==> src/rtl/cp0_timer_exc.sv <==
// MIPS CP0 block: BadVAddr, Count, Compare, Status, Cause, EPC,
// Count/Compare timer, interrupt sampler, exception/ERET redirect.
//
// Ports: clk, restn (async active-low); mtc0_we/addr/wdata write port;
// mfc0_addr/rdata read port with write bypass; exc_* commit strobe;
// hw_int interrupts; int_pending, flush, flush_target; register views.
module cp0_timer_exc #(
  parameter int          NUM_HW_INT = 6,
  parameter int          COUNT_DIV  = 2,
  parameter logic [31:0] STATUS_RST = 32'h1000_0000,
  parameter logic [31:0] EXC_VECTOR = 32'hBFC0_0380
) (
  input  logic                  clk,
  input  logic                  restn,
  input  logic                  mtc0_we,
  input  logic [4:0]            mtc0_addr,
  input  logic [31:0]           mtc0_wdata,
  input  logic [4:0]            mfc0_addr,
  output logic [31:0]           mfc0_rdata,
  input  logic                  exc_valid,
  input  logic                  exc_is_eret,
  input  logic [4:0]            exc_code,
  input  logic                  exc_in_ds,
  input  logic [31:0]           exc_pc,
  input  logic                  exc_bad_vld,
  input  logic [31:0]           exc_badvaddr,
  input  logic [NUM_HW_INT-1:0] hw_int,
  output logic                  int_pending,
  output logic                  flush,
  output logic [31:0]           flush_target,
  output logic [31:0]           status_o,
  output logic [31:0]           cause_o,
  output logic [31:0]           epc_o,
  output logic [31:0]           badvaddr_o,
  output logic [31:0]           count_o,
  output logic [31:0]           compare_o
);

  localparam logic [31:0] ST_MASK = 32'h0000_FF03;
  localparam logic [31:0] CA_MASK = 32'h0000_0300;
  localparam int DW = (COUNT_DIV > 1) ? $clog2(COUNT_DIV) : 1;
  localparam logic [DW-1:0] DIV_LAST = DW'(COUNT_DIV - 1);

  logic [31:0]   badvaddr_q;
  logic [31:0]   count_q;
  logic [31:0]   compare_q;
  logic [31:0]   status_q;
  logic [31:0]   epc_q;
  logic          bd_q;
  logic          ti_q;
  logic [5:0]    hw_q;
  logic [1:0]    sw_q;
  logic [4:0]    code_q;
  logic [DW-1:0] div_q;

  logic        exc;
  logic        eret;
  logic        mw;
  logic        wr_cnt;
  logic        wr_cmp;
  logic        wr_st;
  logic        wr_ca;
  logic        wr_epc;
  logic        div_wrap;
  logic        tick;
  logic        hit;
  logic        byp;
  logic [31:0] count_inc;
  logic [31:0] st_merge;
  logic [31:0] ca_merge;
  logic [5:0]  hw_ext;

  assign exc  = exc_valid & ~exc_is_eret;
  assign eret = exc_valid & exc_is_eret;
  // A committing exception swallows any MTC0 in the same cycle.
  assign mw   = mtc0_we & ~exc_valid;

  assign wr_cnt = mw & (mtc0_addr == 5'd9);
  assign wr_cmp = mw & (mtc0_addr == 5'd11);
  assign wr_st  = mw & (mtc0_addr == 5'd12);
  assign wr_ca  = mw & (mtc0_addr == 5'd13);
  assign wr_epc = mw & (mtc0_addr == 5'd14);

  assign div_wrap  = (div_q == DIV_LAST);
  assign count_inc = count_q + 32'd1;
  assign tick      = ~wr_cnt & div_wrap;
  assign hit       = tick & (count_inc == compare_q);

  assign hw_ext = 6'(hw_int);

  assign cause_o = {bd_q, ti_q, 14'd0,
                    hw_q[5] | ti_q, hw_q[4:0],
                    sw_q, 1'b0, code_q, 2'b00};

  assign status_o   = status_q;
  assign epc_o      = epc_q;
  assign badvaddr_o = badvaddr_q;
  assign count_o    = count_q;
  assign compare_o  = compare_q;

  assign int_pending = status_q[0] & ~status_q[1] &
                       (|(cause_o[15:8] & status_q[15:8]));

  assign flush        = exc_valid;
  assign flush_target = exc_is_eret ? epc_q : EXC_VECTOR;

  assign st_merge = (status_q & ~ST_MASK) | (mtc0_wdata & ST_MASK);
  assign ca_merge = (cause_o & ~CA_MASK) | (mtc0_wdata & CA_MASK);
  assign byp      = mw & (mtc0_addr == mfc0_addr);

  always_comb begin
    mfc0_rdata = 32'd0;
    case (mfc0_addr)
      5'd8:    mfc0_rdata = badvaddr_q;
      5'd9:    mfc0_rdata = byp ? mtc0_wdata : count_q;
      5'd11:   mfc0_rdata = byp ? mtc0_wdata : compare_q;
      5'd12:   mfc0_rdata = byp ? st_merge : status_q;
      5'd13:   mfc0_rdata = byp ? ca_merge : cause_o;
      5'd14:   mfc0_rdata = byp ? mtc0_wdata : epc_q;
      default: mfc0_rdata = 32'd0;
    endcase
  end

  always_ff @(posedge clk or negedge restn) begin
    if (!restn) begin
      badvaddr_q <= 32'd0;
      count_q    <= 32'd0;
      compare_q  <= 32'd0;
      status_q   <= STATUS_RST;
      epc_q      <= 32'd0;
      bd_q       <= 1'b0;
      ti_q       <= 1'b0;
      hw_q       <= 6'd0;
      sw_q       <= 2'd0;
      code_q     <= 5'd0;
      div_q      <= '0;
    end else begin
      hw_q <= hw_ext;

      if (wr_cnt) begin
        count_q <= mtc0_wdata;
        div_q   <= '0;
      end else if (div_wrap) begin
        count_q <= count_inc;
        div_q   <= '0;
      end else begin
        div_q <= div_q + DW'(1);
      end

      // Compare write beats a same-cycle match.
      if (wr_cmp) begin
        compare_q <= mtc0_wdata;
        ti_q      <= 1'b0;
      end else if (hit) begin
        ti_q <= 1'b1;
      end

      if (exc) begin
        status_q[1] <= 1'b1;
      end else if (eret) begin
        status_q[1] <= 1'b0;
      end else if (wr_st) begin
        status_q <= st_merge;
      end

      if (wr_ca) begin
        sw_q <= mtc0_wdata[9:8];
      end

      if (wr_epc) begin
        epc_q <= mtc0_wdata;
      end

      if (exc) begin
        code_q <= exc_code;
        // Nested exception keeps the original return point.
        if (!status_q[1]) begin
          epc_q <= exc_in_ds ? exc_pc - 32'd4 : exc_pc;
          bd_q  <= exc_in_ds;
        end
        if (exc_bad_vld) begin
          badvaddr_q <= exc_badvaddr;
        end
      end
    end
  end

endmodule
==> config.mk <==
export PLATFORM = sky130hd
export DESIGN_NAME = cp0_timer_exc
export DESIGN_NICKNAME = d
export VERILOG_FILES = /design/src/rtl/cp0_timer_exc.sv
export SDC_FILE = /design/constraint.sdc
export NUM_CORES = 1
export LEC_CHECK = 0
export ABC_CLOCK_PERIOD_IN_PS = 4600
export CAP_MARGIN = 20
export CORE_ASPECT_RATIO = 0.5
export CORE_MARGIN = 1
export CORE_UTILIZATION = 41
export CTS_BUF_LIST = sky130_fd_sc_hd__clkbuf_16
export DETAILED_ROUTE_END_ITERATION = 7
export GPL_TIMING_DRIVEN = 0
export PLACE_DENSITY_LB_ADDON = 0.05
export SYNTH_ARGS = -nofsm -noshare
export SYNTH_HDL_FRONTEND = slang
export SYNTH_SLANG_ARGS = --single-unit
==> constraint.sdc <==
create_clock -name clk -period 4.6 [get_ports clk]
set_input_delay 1.38 -clock clk [delete_from_list [all_inputs] [get_ports clk]]
set_output_delay 1.38 -clock clk [all_outputs]
set_load 0.01 [all_outputs]
## After elaboration in Yosys (flattened, before gate mapping)

Index checks and enable logic that the tools add are counted.

- Bits in registers: 176
- Latch bits: 0
- RAM bits: 0
- Memory bits (read-only): 0
- Input port bits: 124
- Logic and storage cells: 78
- Memories: 0

- $add $sub $neg: 3
- Multipliers: 0
- Divide/modulo/power cells: 0
- Magnitude comparators: 0
- Equal/unequal tests: 13
- Shift operators: 0
- Multiplexer cells: 20
- Bitwise gates (word level): 23
- Reductions and logical operators: 7

Operator list:

| kind | count |
|---|---|
| 32-bit 2-to-1 mux | 12 |
| 32-bit one-hot mux with 6 select lines | 1 |
| 5-bit by 4-bit equality test with 1-bit output (second input constant) | 11 |
| 32-bit by 1-bit adder with 32-bit output (second input constant) | 1 |
| 32-bit equality test | 1 |
| 32-bit by 10-bit bitwise OR with 32-bit output | 1 |
| 32-bit by 16-bit bitwise OR with 32-bit output | 1 |
| 32-bit by 3-bit subtractor with 32-bit output (second input constant) | 1 |
| 1-bit bitwise AND | 13 |
| 8-bit bitwise AND | 1 |
| 8-bit OR reduction | 1 |
| 1-bit 2-to-1 mux | 6 |
| 1-bit NOT | 6 |
| 5-bit equality test | 1 |
| 2-bit AND reduction | 2 |
| 2-bit nonzero test | 2 |
| 3-bit AND reduction | 1 |
| 3-bit nonzero test | 1 |
| 2-bit 2-to-1 mux | 1 |
| 1-bit adder (second input constant) | 1 |
| 1-bit bitwise OR | 1 |

## Longest topological paths before layout

- Depth in word-level cells: 8
- Mapped depth: 9
- Mapped depth without buffers: 9

## Worst setup path after synthesis

Ideal clock, no wire load.

- Path kind: input port to output port
- Start: in mfc0_addr[0]
- End: out mfc0_rdata[15]
- Arrival: 3164 ps
- Required time: 3220 ps
- Setup slack: 56 ps
- Stages: 9
- Cell sequence: clkbuf_1 > xor2_1 > or4_1 > nor3_1 > clkbuf_1 > a21oi_1 > o21ai_0 > o21ai_0 > nand3_1

- Longest elaborated chain between the ends: 4

RTL lines:

| element | line | text |
|---|---|---|
| from (decl) | 18 | `input logic [4:0] mfc0_addr,` |
| 5-bit equality test | 109 | `assign byp = mw & (mtc0_addr == mfc0_addr);` |
| 1-bit bitwise AND | 109 |  |
| 32-bit 2-to-1 mux, on equally long branches | -- |  |
| 32-bit one-hot mux with 6 select lines (*) | 113 | `case (mfc0_addr)` |
| to (decl) | 19 | `output logic [31:0] mfc0_rdata,` |

Every way passes the cells marked *; elsewhere a longest branch is shown, timed or not.

## Worst setup path in the final report

- Start: in mfc0_addr[3]
- End: out mfc0_rdata[17]

Same word-level chain as after synthesis.

==> impl_metrics.py <==
metrics = {
    "floorplanning": {
        "initial_core_util_pct": 42.05,
        "io_pins": 382,
        "core_area_um2": 24170,
        "die_x_um": 224.7,
        "die_y_um": 113.3,
        "die-area_um2": 25470,
        "rows": 40,
    },
    "yosys": {
        "synthXorXnorAreaFrac_pct": 9.895,
        "synthTopCellsByArea": "dfrtp_1, mux2_2, nand2_1",
        "synthAdderAreaFrac_pct": 0.2462,
        "synth_top_area_cell": "dfrtp_1",
        "synthArstFlopShare_pct": 100.0,
        "netlist.area_leader.share_pct": 37.91,
        "synth_edf_count": 0,
        "syn_avg_cell_area_um2": 9.242,
        "synth_top_family_by_area": "simple AND/OR/NAND/NOR gates",
        "yosys_warnings": 0,
        "synthFlopType": "dfrtp_1",
        "netlist_instances": 1100,
        "synthDistinctLibCells": 61,
        "synth-simple-area-share_pct": 18.73,
        "ys_ff_latch": 154,
        "netlist_area_um2": 10170,
        "synthMuxAreaShare_pct": 14.67,
        "synth-compound-area-share_pct": 11.35,
        "ys_seq_area_share_pct": 37.91,
    },
    "timing": {
        "setup_tns_ns": -1.032,
        "worst_pin_slew_ns": 0.7843,
        "fin_hold_ws_ns": 0.5445,
        "skew_ns": 0.005027,
        "slew_headroom_pct": 47.23,
        "period_needed_ns": 4.696,
        "fmax_mhz": 212.9,
        "fin_crit_sh_pct": 102.1,
        "rsz0062_at_grt": "yes",
        "setup_viol": 22,
        "layout_setup_ws_ns": -0.09629,
        "hold_viol": 0,
        "slew_viol_final": 0,
    },
    "detailed_routing": {
        "wl_per_cell_um": 24.54,
        "drt.antenna.violating_nets": 0,
        "routed_wl_mm": 45.86,
        "drc_errors": 0,
        "vias_per_cell": 5.548,
        "vias": 10370,
        "firstDrtPassIters": 6,
        "drtIter0Drc": 1091,
    },
    "power_and_ir_drop": {
        "peakVddDrop_uv": 233.7,
        "leakage_nw": 6.527,
        "power.density_nw_per_um2": 359.8,
    },
    "cells_and_area": {
        "final_util_pct": 63.76,
        "fillCellCount": 2136,
        "final_cells": 1869,
        "drive_gt1_share_pct": 22.27,
        "area_growth_pct": 51.61,
        "nets": 1644,
    },
    "clocking": {
        "cts_tree": "built",
        "cts.clk_slew.worst_paths_ns": 0.07,
        "cts_root_buf": "clkbuf_16",
        "holdBufCountCts": 0,
        "cts_buffers": 17,
        "cts.sinks": 154,
        "insertion_delay_ns": 0.46,
        "htree_levels": 4,
        "cts_buffer_depth": 2,
    },
    "placed_design": {
        "gp_congestion": 0.9961,
        "dpl.hpwl_mm": 35.76,
        "dp_cells": 1817,
        "io_buffers": 341,
    },
    "flow_run": {
        "cap_violations": 0,
    },
    "worst_setup_path": {
        "end_kind": "output pin",
        "crit_fanout": 5,
        "crit_arrival_ns": 3.32,
        "worstSetupStartpointType": "input port",
        "cp.required_ns": 3.22,
        "crit_type": "input port to output pin",
    },
    "hold_path": {
        "hold_path.class": "flip-flop to flip-flop",
    },
    "global_routing": {
        "grt_pass1_wl_mm": 66.22,
        "grt_pass1_vias": 9938,
        "grt_overflow": 0,
        "grt_usage_pct": 36.12,
        "grt_max_degree": 89,
        "antenna_found_initial": 3,
    },
    "run_status": {
        "violations": "negative setup slack",
        "outcome": "complete, but fails checks",
    },
}
-- cells in the final DEF (no fill, tap or decap), drive strengths merged, types with 13 or more instances in the layout --
| master | Yosys | routed |
|---|---|---|
| clkdlybuf4s50 | 0 | 298 |
| dfrtp | 154 | 154 |
| nand2 | 145 | 145 |
| buf | 67 | 119 |
| o21ai | 97 | 97 |
| mux2 | 88 | 88 |
| clkbuf | 49 | 68 |
| nor2 | 67 | 67 |
| xnor2 | 60 | 60 |
| xor2 | 54 | 54 |
| mux2i | 50 | 50 |
| conb | 2 | 39 |
| nand3 | 28 | 28 |
| nor3 | 25 | 25 |
| and2 | 22 | 22 |
| a21oi | 22 | 22 |
| o22ai | 21 | 21 |
| nand4 | 20 | 20 |
| nand2b | 19 | 19 |
| nor4 | 13 | 13 |
-- cell usage after synthesis (3+ instances only) --
| master | count |
|---|---|
| or4_1 | 4 |
| a31oi_1 | 5 |
| nand4_4 | 3 |
| nor3_1 | 22 |
| nor4_1 | 11 |
| a21boi_0 | 5 |
| a222oi_1 | 9 |
| xnor2_1 | 59 |
| o22ai_1 | 21 |
| xor2_1 | 54 |
| buf_1 | 10 |
| and2_1 | 22 |
| nand3b_1 | 5 |
| or2_2 | 3 |
| mux2_2 | 88 |
| a22o_1 | 6 |
| mux2i_1 | 50 |
| or3_1 | 6 |
| nor2_1 | 67 |
| clkbuf_8 | 6 |
| o21ai_0 | 95 |
| clkbuf_1 | 43 |
| buf_2 | 6 |
| nand2_1 | 145 |
| nor2b_1 | 3 |
| dfrtp_1 | 154 |
| nand4_1 | 17 |
| nand3_1 | 28 |
| a21oi_1 | 22 |
| inv_1 | 7 |
| buf_4 | 50 |
| and3_1 | 5 |
| nand2b_1 | 19 |
| a22oi_1 | 9 |
| nand4b_1 | 3 |
-- metal layers --
| layer | vias up | global-route usage [%] | share of wire, % |
|---|---|---|---|
| li1 | 4634 | - | - |
| met1 | 5170 | 51.88 | 44 |
| met2 | 516 | 52.92 | 43 |
| met3 | 49 | 11.17 | 11 |
| met4 | 0 | 7.982 | 1.5 |
| met5 | - | 0 | 0 |
-- state kept, by name, indices dropped and copies added, names as in the netlist --
register / flops
badvaddr_o: 32
bd_q: 1
code_q: 5
compare_o: 32
count_o: 32
div_q: 1
epc_o: 32
hw_q: 6
status_o: 10
sw_q: 2
ti_q: 1
-- report_power, final --
group / internal [mW] / total, mW / switching [mW] / leakage, nW
registers: 1.60 / 1.94 / 0.341 / 1.92
logic: 1.10 / 2.12 / 1.02 / 4.32
clock network: 0.852 / 1.49 / 0.638 / 0.287
-- stage by stage --
stage	setup slack [ns]	power, mW	cell area (um2)
floorplan	0.05558	2.840	10300
global placement	-4.279	3.943	14140
detailed placement	-1.612	3.976	14180
CTS	-0.02990	5.509	15320
global route	-0.1230	5.770	15410
finish	-0.09629	5.545	15410
-- layout make-up --
| cell class | instances | area (um2) | area share (%) |
|---|---|---|---|
| multi-input combinational | 860 | 6158 | 39.96 |
| sequential | 154 | 3854 | 25.00 |
| timing repair buffer | 362 | 3540 | 22.97 |
| buffer | 116 | 805.8 | 5.228 |
| clock buffer | 17 | 425.4 | 2.760 |
| tap | 336 | 420.4 | 2.728 |
| clock inverter | 15 | 177.7 | 1.153 |
| inverter | 7 | 26.28 | 0.1705 |
| antenna | 2 | 5.005 | 0.03247 |
-- what timing repair did --
| item | in CTS | in global routing |
|---|---|---|
| resized for setup | 294 | 28 |
| setup endpoints to repair | 32 | 38 |
| setup buffers | 13 | 3 |
| cloned | 3 | 0 |
| hold endpoints to repair | 0 | 0 |
| pin swaps | 35 | 7 |
-- path summary, 6_finish.rpt --
path	slack [ns]	from	depth (start not counted)	to
worst max-delay path	-0.1	mfc0_addr[3]	11	mfc0_rdata[17]
worst min-delay path	0.54	badvaddr_o[22]	1	badvaddr_o[22]
worst max register to register	1.31	count_o[14]	8	ti_q
worst min register to register	0.54	badvaddr_o[22]	1	badvaddr_o[22]
max in group asynchronous	2.78	restn	2	badvaddr_o[20]
min in group asynchronous	0.90	restn	1	compare_o[27]
-- critical path: stages --
cell      delay, ns
buf_12         0.11
xor2_4         0.18
or4_4          0.55
nor3_4         0.16
buf_12         0.15
a21oi_4        0.08
clkbuf_8       0.21
o22ai_2        0.13
o21ai_2        0.12
nand2_1        0.12
buf_6          0.12
-- logic make-up (layout without fill, tap and decap cells) --
group	count (synthesis)	after routing
and+or+nand+nor	377	377
AOI/OAI and AO/OA	190	190
DFF	154	154
muxes	138	138
buffers and inverters	123	517
xor gates and xnor gates	114	114
adders and majority gates	2	2
other	2	41
Power figures use the tool's default switching activity.
==> RTL edit 1: new RTL, same flow settings <==
`hw_q` no longer has a reset.
--- a/src/rtl/cp0_timer_exc.sv
+++ b/src/rtl/cp0_timer_exc.sv
@@ -132,3 +132,2 @@
       ti_q       <= 1'b0;
-      hw_q       <= 6'd0;
       sw_q       <= 2'd0;
@@ -137,3 +136,2 @@
     end else begin
-      hw_q <= hw_ext;
 
@@ -187,2 +185,6 @@
 
+  always_ff @(posedge clk) begin
+    hw_q <= hw_ext;
+  end
+
 endmodule
Function: changed (a bounded check fails within 4 cycles, from zero or initial values; the reset may be asserted at any time).
==> RTL edit 1 against the unedited design <==
The flow still finishes with violations (negative setup slack); critical endpoint is now mfc0_rdata[6]; clock power down 6%; total power shrank 1.2%; wire length is 1.0% higher; count of clock-buffer cells in the layout unchanged; sequential share of layout area down 0.42 points; global-route usage rose by 0.13 points; area after synthesis shrank 0.30%; final area is 0.93% higher; setup slack worse by 22 ps; sequential cell count unchanged.
==> RTL edit 1: results (changes against the unedited design) <==
stage	metric	value	unit	change
run_status	run status	finished, violations left		
run_status	failing checks	negative setup slack		
finish	area used by multi-input combinational logic	6200	sq um	+0.69%
synth	mean instance size in the synthesized netlist	9.21	sq um	-0.30%
route	via count	10503		+1.3%
placed_design	Post-DP Area	14100	sq um	-0.21%
setup_path	Worst setup startpoint	mtc0_addr[0]		
timing	number of endpoints failing setup at the final stage	21		-4.5%
setup_path	capture point of the critical path	mfc0_rdata[6]		
power	static power due to leakage	6.61	nW	+1.3%
finish	count of buffers not belonging to the clock network in the layout	492		+2.9%
placed_design	hpwl dp	35700	microns	-0.14%
global_route	GRT met2 Usage	53.9	%	+0.95 points
route	top routing layer used	met5		
finish	register cell area after layout	3820	sq um	-0.78%
finish	clock buffer and inverter area fraction after layout	3.63	%	-0.29 points
global_route	overall global routing resource usage	36.2	%	+0.13 points
power	Clk power	0.00140	W	-6%
synth	distinct cell type count after synthesis	62		+1.6%
placed_design	DP Worst Slack	-1550	ps	+64.3 ps
route	routed metal-1 wirelength	19900	microns	-1.9%
setup_path	depth of the most critical reg-to-reg path	9		+1
power	Pint	0.00349	W	-1.6%
synth	portion of synthesized cell area occupied by the leading cell type	36.5	%	-1.4 points
route	WL per Instance	24.6	microns	+0.17%
finish	Final Net Count	1659		+0.91%
global_route	wire length of the first global-routing pass	66300	microns	about the same
timing	setup slack of the critical path after layout	-119	ps	-22.5 ps
route	Total Wirelength	46300	microns	+1.0%
placed_design	placer congestion estimate	0.970		-2.6%
global_route	met3 GRT Util	13.9	%	+2.7 points
setup_path	start of the worst register-to-register path	count_o[1]		
route	WL met2	20100	microns	+1.2%
synth	Synth area leaders	sky130_fd_sc_hd__dfrtp_1 37%, sky130_fd_sc_hd__mux2_2 9.8%, sky130_fd_sc_hd__nand2_1 5.4%, sky130_fd_sc_hd__xnor2_1 5.1%, sky130_fd_sc_hd__mux2i_1 4.9%		
setup_path	setup slack, reg-to-reg	1340	ps	+30 ps
finish	fraction of area in multi-input gates	39.9	%	-0.093 points
timing	Post-Route Skew	12.1	ps	+7.05 ps
timing	Slew @ Worst Pin	820	ps	+35.9 ps
global_route	via count of the first global-routing pass	10098		+1.6%
synth	sequential element share of the synthesized area	37.7	%	-0.18 points
RTL edit 1: worst min path at each step:
stage,start,end,cells past startpoint
after global routing,badvaddr_o[22],badvaddr_o[22],1
after floorplan,ti_q,ti_q,2
after global placement,badvaddr_o[21],badvaddr_o[21],1
after CTS,code_q[1],code_q[1],1
after detailed placement,badvaddr_o[17],badvaddr_o[17],1
final,code_q[1],code_q[1],1
RTL edit 1: logic make-up after synthesis:
| group | count (synthesis) | synth area share [%] |
|---|---|---|
| XOR/XNOR | 114 | 9.92 |
| flip-flops | 154 | 37.7 |
| buffers and inverters | 123 | 7.15 |
| AND/OR/NAND/NOR | 377 | 18.8 |
| multiplexers | 138 | 14.7 |
| adder cells (fa/ha/maj) | 2 | 0.247 |
| other | 2 | 0.0741 |
| AO/OA/AOI/OAI | 190 | 11.4 |
RTL edit 1: what timing repair did:
action	CTS	global route
hold buffers	0	0
setup buffers	25	4
cloned	4	0
setup endpoints to repair	32	33
hold endpoints to repair	0	0
pin swaps	28	16
gates resized for setup	293	37
==> RTL edit 2: new RTL, config.mk and constraints unchanged <==
Without the edit above. The parameter `COUNT_DIV` goes from 2 to 1.
--- a/src/rtl/cp0_timer_exc.sv
+++ b/src/rtl/cp0_timer_exc.sv
@@ -8,3 +8,3 @@
   parameter int          NUM_HW_INT = 6,
-  parameter int          COUNT_DIV  = 2,
+  parameter int          COUNT_DIV  = 1,
   parameter logic [31:0] STATUS_RST = 32'h1000_0000,
Behaviour: not the same (Yosys sat finds a counterexample within 4 cycles, from zero or initial values).
==> RTL edit 2 against the unedited design <==
Fmax up 3.2%; register-to-register slack improved by 160 ps; wire length increased by 4.7%; sequential cell count is 1 lower; area after synthesis up 2.6%; setup slack better by 150 ps; count of clock-buffer cells in the layout stayed put; final area grew 2.0%; sequential power increased by 7%; total power rose by 5.4%.
==> RTL edit 2: results (changes against the unedited design) <==
stage	metric	value	unit	change
finish	fraction of area in multi-input gates	40.5	%	+0.57 points
route	via count	10877		+4.9%
finish	area used by multi-input combinational logic	6370	sq um	+3.5%
finish	fin util	64.3	%	+0.51 points
setup_path	setup slack, reg-to-reg	1470	ps	+160 ps
synth	mean instance size in the synthesized netlist	9.52	sq um	+3.0%
power	total sequential power	0.00207	W	+7%
finish	clock buffer and inverter area fraction after layout	3.72	%	-0.19 points
setup_path	crit path DAT	3170	ps	-150 ps
finish	count of buffers not belonging to the clock network in the layout	485		+1.5%
power	Pint	0.00367	W	+3.6%
finish	Inverters excl. clock	9		+2
global_route	overall global routing resource usage	36.7	%	+0.61 points
timing	setup slack of the critical path after layout	49.9	ps	+146 ps
route	initial detailed-routing violation count	1496		+37%
synth	Synth area leaders	sky130_fd_sc_hd__dfrtp_1 37%, sky130_fd_sc_hd__mux2_2 11%, sky130_fd_sc_hd__nand2_1 4.5%, sky130_fd_sc_hd__xnor2_1 3.9%, sky130_fd_sc_hd__buf_4 3.8%		
min_path	startpoint of the lowest-slack hold path	badvaddr_o[14]		
synth	Synth Area in Adders	0.336	%	+0.090 points
finish	number of multi-input logic gates	843		-2.0%
route	ratio of routed vias to standard cells	5.85		+5.5%
run_status	run status	complete, no violations		
route	WL per Instance	25.8	microns	+5.3%
synth	Compound-Gate Fraction of Synth Area	14.4	%	+3.1 points
setup_path	cell type group with the largest total delay on the critical path	buffers and inverters		
finish	fillcell total	2060		-3.6%
timing	Post-Route Skew	7.45	ps	+2.42 ps
setup_path	start of the worst register-to-register path	count_o[0]		
## RTL edit 2: changes by cell type after synthesis, sizes merged, moves of 18 or more
cell	delta
nand2	-20
a21oi	+18
mux2i	-29
xor2	-21
o21ai	-36
a221oi	+23
## RTL edit 2: how the worst max path moves through the flow
| stage | to | cells past startpoint |
|---|---|---|
| after floorplan | mfc0_rdata[17] | 8 |
| after global placement | count_o[19] | 1 |
| after detailed placement | mfc0_rdata[15] | 9 |
| after CTS | mfc0_rdata[12] | 10 |
| after global routing | mfc0_rdata[28] | 10 |
| final | flush_target[22] | 4 |
## RTL edit 2: layer usage
metal  vias up  track usage (%)  routed length (microns)
li1       4719                -                        -
met1      5393             55.0                    21400
met2       714             53.1                    20500
met3        51             8.69                     5390
met4         0             8.41                      769
met5         -                0                        0
## RTL edit 2: what timing repair did
item | in CTS | in global routing
setup endpoints to repair | 34 | 24
hold buffers | 0 | 0
pin swaps | 36 | 4
resized for setup | 244 | 22
buffers inserted | 16 | 0
cloned | 3 | 1
